<file path="src/rtl/fdiv_pkg.sv">
// Shared definitions for the sequential fractional divider: default width,
// FSM state encoding and the iteration-counter width helper.
package fdiv_pkg;

    localparam int N_DEF = 8;

    typedef enum logic [1:0] {
        IDLE = 2'd0,
        CALC = 2'd1,
        DONE = 2'd2
    } state_e;

    function automatic int cnt_w(input int n);
        return (n > 1) ? $clog2(n) : 1;
    endfunction

    localparam int CNT_W = cnt_w(N_DEF);

endpackage

</file>
<file path="src/rtl/fdiv_step.sv">
// One restoring-division iteration: shift the next dividend bit into the
// partial remainder and subtract the divisor when it fits.
module fdiv_step #(
    parameter int N = 8
) (
    input  logic [N:0] i_p,
    input  logic       i_bit,
    input  logic [N:0] i_dv,
    output logic [N:0] o_p,
    output logic       o_q
);

    logic [N+1:0] t;
    logic [N+1:0] dv_ext;

    assign t      = {i_p, i_bit};
    assign dv_ext = {1'b0, i_dv};
    assign o_q    = (t >= dv_ext);
    // The partial remainder stays below the divisor, so N+1 bits always hold it.
    assign o_p    = (N+1)'(o_q ? (t - dv_ext) : t);

endmodule

</file>
<file path="src/rtl/fdiv_seq.sv">
// Sequential 1.15 / 1.7 unsigned fractional divider producing a 1.7 quotient
// and remainder, one quotient bit per clock.
module fdiv_seq
    import fdiv_pkg::*;
#(
    parameter int N = N_DEF
) (
    input  logic         i_clk,
    input  logic         i_rst_n,
    input  logic         i_start,
    input  logic [N-1:0] i_r1,
    input  logic [N-1:0] i_r0,
    input  logic [N-1:0] i_rr,
    output logic         o_busy,
    output logic         o_valid,
    output logic [N-1:0] o_q,
    output logic [N:0]   o_rem,
    output logic         o_dz,
    output logic         o_ov
);

    localparam int CW = cnt_w(N);

    state_e        state_q;
    logic [N:0]    p_q;
    logic [N:0]    dv_q;
    logic [N-1:0]  lo_q;
    logic [N-1:0]  qs_q;
    logic [CW-1:0] cnt_q;

    logic [N:0]    p_d;
    logic          q_bit_d;
    logic [N:0]    dv_in;
    logic          dz_in;
    logic          ov_in;

    // The divisor is 1.7 against a 1.15 dividend, hence the extra zero LSB.
    assign dv_in = {i_rr, 1'b0};
    assign dz_in = (i_rr == '0);
    assign ov_in = !dz_in && ({1'b0, i_r1} >= dv_in);

    fdiv_step #(.N(N)) u_step (
        .i_p   (p_q),
        .i_bit (lo_q[N-1]),
        .i_dv  (dv_q),
        .o_p   (p_d),
        .o_q   (q_bit_d)
    );

    always_ff @(posedge i_clk or negedge i_rst_n) begin
        if (!i_rst_n) begin
            state_q <= IDLE;
            p_q     <= '0;
            dv_q    <= '0;
            lo_q    <= '0;
            qs_q    <= '0;
            cnt_q   <= '0;
            o_busy  <= 1'b0;
            o_valid <= 1'b0;
            o_q     <= '0;
            o_rem   <= '0;
            o_dz    <= 1'b0;
            o_ov    <= 1'b0;
        end else begin
            case (state_q)
                IDLE: begin
                    o_valid <= 1'b0;
                    if (i_start) begin
                        o_busy <= 1'b1;
                        if (dz_in || ov_in) begin
                            state_q <= DONE;
                            o_valid <= 1'b1;
                            o_q     <= '1;
                            o_rem   <= '0;
                            o_dz    <= dz_in;
                            o_ov    <= ov_in;
                        end else begin
                            state_q <= CALC;
                            o_dz    <= 1'b0;
                            o_ov    <= 1'b0;
                            p_q     <= {1'b0, i_r1};
                            lo_q    <= i_r0;
                            dv_q    <= dv_in;
                            cnt_q   <= CW'(N - 1);
                        end
                    end
                end
                CALC: begin
                    p_q  <= p_d;
                    lo_q <= {lo_q[N-2:0], 1'b0};
                    qs_q <= {qs_q[N-2:0], q_bit_d};
                    if (cnt_q == '0) begin
                        state_q <= DONE;
                        o_valid <= 1'b1;
                        o_q     <= {qs_q[N-2:0], q_bit_d};
                        o_rem   <= p_d;
                    end else begin
                        cnt_q <= cnt_q - 1'b1;
                    end
                end
                DONE: begin
                    state_q <= IDLE;
                    o_busy  <= 1'b0;
                    o_valid <= 1'b0;
                end
                default: begin
                    state_q <= IDLE;
                    o_busy  <= 1'b0;
                    o_valid <= 1'b0;
                end
            endcase
        end
    end

endmodule

</file>
<file path="config.mk">
export PLATFORM = sky130hd
export DESIGN_NAME = fdiv_seq
export DESIGN_NICKNAME = d
export VERILOG_FILES = /design/src/rtl/fdiv_pkg.sv /design/src/rtl/fdiv_step.sv /design/src/rtl/fdiv_seq.sv
export SDC_FILE = /design/constraint.sdc
export NUM_CORES = 1
export LEC_CHECK = 0
export ABC_AREA = 0
export CORE_ASPECT_RATIO = 0.6
export CORE_UTILIZATION = 54
export CTS_CLUSTER_DIAMETER = 200
export CTS_CLUSTER_SIZE = 28
export DETAILED_ROUTE_END_ITERATION = 12
export PLACE_DENSITY = 0.8
export RECOVER_POWER = 100
export SYNTH_ARGS = -nofsm -noshare
export SYNTH_HDL_FRONTEND = slang
export SYNTH_SLANG_ARGS = --single-unit
</file>
<file path="constraint.sdc">
create_clock -name i_clk -period 2.8 [get_ports i_clk]
set_input_delay 0.56 -clock i_clk [delete_from_list [all_inputs] [get_ports i_clk]]
set_output_delay 0.56 -clock i_clk [all_outputs]
set_load 0.02 [all_outputs]
</file>
* Yosys cells after proc, flatten, opt, wreduce, memory -nomap -nowiden *
Index checks and enable logic that the tools add are counted.

word-level totals
  input bits = 27
  register bits after elaboration = 58

operators by class
  equality and inequality tests = 6
  bitwise operators = 2
  muxes and demuxes = 31
  order comparisons = 2
  add/sub/neg operators = 2
  reductions and logical operators = 14

operators by type and width
  cell                 count
  $mux 9               6
  $mux 8               5
  $pmux 9 s2           2
  $pmux 8 s2           2
  $ge 10x9->1          1
  $ne 2x2->1 const B   5
  $ge 8x9->1           1
  $mux 3               3
  $sub 9x9->9          1
  $logic_not 8->1      1
  $reduce_and 4->1     2
  $mux 1               6
  $mux 2               3
  $pmux 3 s2           1
  $reduce_and 2->1     3
  $reduce_and 3->1     2
  $pmux 1 s2           2
  $pmux 2 s2           1
  $logic_not 3->1      1
  $sub 3x1->3 const B  1
  $eq 2x1->1 const B   1
  $logic_not 2->1      1
  $not 1->1            2
  $reduce_bool 2->1    1
  other kinds (3)      3

* Logic depth before layout (Yosys ltp) *
  depth in word-level cells = 7
  gate-level depth with buffers = 9
  mapped depth without buffers = 9

* Modules after synthesis *
Synthesis repeated with hierarchy kept, for this count alone.

unflattened totals
  cells, all modules = 317
  area total of the unflattened synthesis = 3,261.9 µm²

modules (own cells, without submodules)
  module     area an instance (µm²)  times used  sequential area each (µm²)  cells an instance
  fdiv_seq   2,588.7                 1           1,451.4                     231
  fdiv_step  673.1                   1           0.0                         86

* Worst setup path after synthesis *
OpenSTA, ideal clock, no wires.

  path kind = input -> register
  start point = input i_rr[3]
  end point = register dv_q[1]
  arrival time = 2,199 ps
  setup slack = 476 ps
  cell stages on the path = 9
  buffers on the path = 1
  required time = 2,675 ps
  cells stage by stage = inv_1 ha_1 o211ai_2 a31oi_1 a211oi_2 o311ai_4 nand2b_1 buf_6 mux2_4

on the way
  cells in the longest elaborated chain, start to end = 6
  elaborated cells on any way between the ends = 7

ends and longest elaborated chain
  item                                                line            text
  from (decl)                                         fdiv_seq.sv:13  input logic [N-1:0] i_rr,
  branches (longest 3 deep; another with $ge 8x9->1)  -
  $logic_or 1x1->1 (*)                                fdiv_seq.sv:70  if (dz_in || ov_in) begin
  $not 1->1 (no source line) (*)                      -
  $reduce_and 3->1 (no source line) (*)               -
  to (signal assigned)                                fdiv_seq.sv:83  dv_q <= dv_in;
  to (decl)                                           fdiv_seq.sv:26  logic [N:0] dv_q;

Mark *: on every way between the ends.
A chain may end at the register's enable or synchronous reset.

* Worst setup path in the final report *
  start point = register p_q[4]
  end point = register o_rem[8]

on the way
  cells in the longest elaborated chain, start to end = 4
  elaborated cells on any way between the ends = 5

ends and longest elaborated chain
  item                                               line                              text
  from (decl)                                        fdiv_seq.sv:25                    logic [N:0] p_q;
  from (signal assigned)                             fdiv_seq.sv:81                    p_q <= {1'b0, i_r1};
  from (signal assigned)                             fdiv_seq.sv:89                    p_q <= p_d;
  $sub 9x9->9 / $ge 10x9->1 (equally long branches)  fdiv_step.sv:20, fdiv_step.sv:18
  $mux 9 (*)                                         fdiv_step.sv:20                   assign o_p = (N+1)'(o_q ? (t - dv_ext) : t);
  $mux 9 (*)                                         fdiv_seq.sv:92                    if (cnt_q == '0) begin
  $pmux 9 s2 (*)                                     fdiv_seq.sv:65                    case (state_q)
  to (signal assigned)                               fdiv_seq.sv:96                    o_rem <= p_d;
  to (decl)                                          fdiv_seq.sv:17                    output logic [N:0] o_rem,

Every way passes the cells marked *; elsewhere a longest branch is shown, timed or not. The select of a mux whose other input is x is not followed.

==> results.sh <==
export IMPL_syn_num_nets=345
export IMPL_die_y_um=60.7
export IMPL_worst_pin_slew_ns=1.38
export IMPL_r2r_cells=7
export IMPL_yosysUniqueCellTypes=47
export IMPL_wl_met3_um=490
export IMPL_r2r_slack_ns=0.13
export IMPL_grt_max_degree=59
export IMPL_drt_iter0_markers=144
export IMPL_async_flop_share=1.00
export IMPL_cts_hold_buf=0
export IMPL_power_uw=4770
export IMPL_fin_ws_ns=0.127
export IMPL_relSlewSlack=0.0772
export IMPL_wl_per_cell_um=15.6
export IMPL_hpwl_mm=5.21
export IMPL_syn_area_sq_um=3100
export IMPL_grt_pass1_wl_mm=11.9
export IMPL_antenna_found_initial=0
export IMPL_synth_ff_type="dfrtp_1"
export IMPL_hold_viol=0
export IMPL_ios=48
export IMPL_gp_congestion=0.864
export IMPL_fin_crit_sh=0.955
export IMPL_fmax_mhz=374
export IMPL_cts_setup_buffers=0
export IMPL_syn2layout_area_growth_pct=27.3
export IMPL_clk_pin_slew_ns=0.06
export IMPL_final_cell_mix="58 x dfrtp_1, 37 x nand2_1, 30 x inv_1"
export IMPL_cts_made_buffers=9
export IMPL_worst_hold_slack_ns=0.480
export IMPL_rows=20
export IMPL_cp_arrival_ns=2.90
export IMPL_crit_required_ns=3.02
export IMPL_cap_viol_max_count=0
export IMPL_grt_pass1_vias=2429
export IMPL_criticalPathCategory="reg2reg"
export IMPL_ys_warn_count=0
export IMPL_place_ws_ns=-0.163
export IMPL_hold_class="reg2reg"
export IMPL_nNetsFinal=413
export IMPL_hp_start="o_rem[4]"
export IMPL_crit_fanout=8
export IMPL_syn_inst=300
export IMPL_postCtsResizedCells=0
export IMPL_avgSynthCellArea_sq_um=10.3
export IMPL_ir_worst_vdd_v=0.000482
export IMPL_synth_edff_count=0
export IMPL_die_width_um=99.8
export IMPL_grt_usage=0.266
export IMPL_finalCriticalPeriod_ns=2.67
export IMPL_crit_start="p_q[4]"
export IMPL_maxSlewViolCount=0
export IMPL_cts_root_buf="clkbuf_8"
export IMPL_fin_skew_ns=0.00924
export IMPL_vias_per_cell=5.53
export IMPL_dr_max_layer_used="met4"
export IMPL_die_area_sq_um=6060
export IMPL_r2r_end="o_rem[8]"
export IMPL_clock_sinks=58
export IMPL_cp_end_kind="flip-flop"
export IMPL_htree_levels=3
export IMPL_floorplan_core_area_sq_um=5280
export IMPL_worst_setup_path_start_kind="flip-flop"
export IMPL_pwr_density_cell_nw_per_um2=1210
export IMPL_initial_utilization=0.587
export IMPL_run_status="completed"
export IMPL_layout_commonest_cell="dfrtp_1"
export IMPL_port_buffers=47
export IMPL_route_detailed_drc=0
export IMPL_ys_ff_latch=58
export IMPL_num_vias=2484
export IMPL_overflow=0
export IMPL_setup_viol=0
export IMPL_clock_latency_ns=0.34
export IMPL_antennaDiodeCount=0
export IMPL_cts_tree="yes"
export IMPL_utilization=0.748
export IMPL_rsz0062_at_grt="no"
export IMPL_yosysSeqAreaShare=0.468
export IMPL_drt_wl_total_mm=7.00
export IMPL_cp_endpoint="o_rem[8]"
export IMPL_cts_buffer_depth=2
export IMPL_wl_met2_mm=3.09
export IMPL_leakage_uw=0.00190
export IMPL_r2r_start="p_q[4]"
export IMPL_drive_gt1_frac=0.124
export IMPL_fin_cells=449
export IMPL_drt_met1_wl_mm=3.33
export IMPL_dr_pass1_iters=4
export IMPL_placed_cells=434
export IMPL_ant_nets=0
## cell families after synthesis
family,Yosys count,share of synthesized area
DFF,58,0.468
adders and majority gates,18,0.0750
and+or+nand+nor,74,0.112
xor gates and xnor gates,4,0.0113
buffers and inverters,42,0.0605
AOI/OAI and AO/OA,71,0.161
muxes,33,0.112
## layout make-up
class / count / area [sq um]
Inverter: 30 / 113
Multi-Input combinational cell: 200 / 1450
Fill cell: 375 / 1330
Tap cell: 77 / 96.3
Sequential cell: 58 / 1450
Clock buffer: 10 / 138
Timing Repair Buffer: 69 / 646
Clock inverter: 5 / 55.1
## flip-flops by register name (all words and copies together), names as in the netlist
name     count
o_rem        9
p_q          9
dv_q         8
lo_q         8
o_q          8
qs_q         7
cnt_q        3
state_q      2
o_busy       1
o_dz         1
o_ov         1
o_valid      1
## how the worst min path moves through the flow
| stage | end | slack [ns] | cells past startpoint |
|---|---|---|---|
| 2_1_floorplan | cnt_q[0] | 0.26 | 0 |
| 3_3_place_gp | qs_q[6] | 0.46 | 2 |
| 3_5_place_dp | o_rem[6] | 0.47 | 1 |
| 4_1_cts | o_rem[6] | 0.37 | 2 |
| 5_1_grt | o_rem[4] | 0.51 | 1 |
| 6_report | o_rem[4] | 0.48 | 1 |
## cells in the mapped netlist (2+ instances only)
cell       instances  share of area
a211oi_1           2         0.0048
a21oi_1           14          0.023
clkbuf_1           6         0.0073
mux2_2             3          0.011
a21o_1             4         0.0097
mux2_4             2         0.0097
dfrtp_1           58           0.47
nor2_1            10          0.012
a31oi_1            4         0.0081
xnor2_1            3         0.0085
nand2b_1           3         0.0061
buf_6              3          0.011
mux2_1             2         0.0073
or3_1              2         0.0040
buf_4              2         0.0048
nor4_1             9          0.018
nor2b_1            3         0.0061
nand3_1            4         0.0065
o21a_1             3         0.0073
o2bb2ai_1          7          0.020
and3_1             2         0.0040
o21ai_1            6         0.0097
ha_1              17          0.069
inv_1             30          0.036
nand2_1           36          0.044
o21ai_0           18          0.029
mux2i_1           26          0.084
a211oi_2           2         0.0081
## routing by layer
layer  up-vias  track usage
met2        81        0.417
met4         0       0.0903
met5         -            0
met3        11       0.0749
met1      1203        0.364
li1       1189            -
## critical path, stage by stage, from the launching register on
cell and delay [ns]:
dfrtp_1 0.41, ha_1 0.36, a21oi_1 0.33, nand2_1 0.08, o21ai_0 0.41, nand2_1 0.38, mux2_2 0.40, a22o_1 0.18
## stage by stage
| stage | TNS (ns) | area [sq um] |
|---|---|---|
| 6_report | 0 | 3950 |
| 5_1_grt | 0 | 3950 |
| 4_1_cts | 0 | 3970 |
| 3_5_place_dp | -3.62 | 3780 |
| 3_3_place_gp | -1.76 | 3780 |
| 2_1_floorplan | 0 | 3100 |
## power by group
part	leakage, uW	total (uW)	internal, uW	switching (uW)
sequential	0.000697	1460	1230	236
combinational	0.00111	2540	1120	1420
clock	0.0000941	759	426	333
No activity file was read; power rests on OpenSTA's default activity.
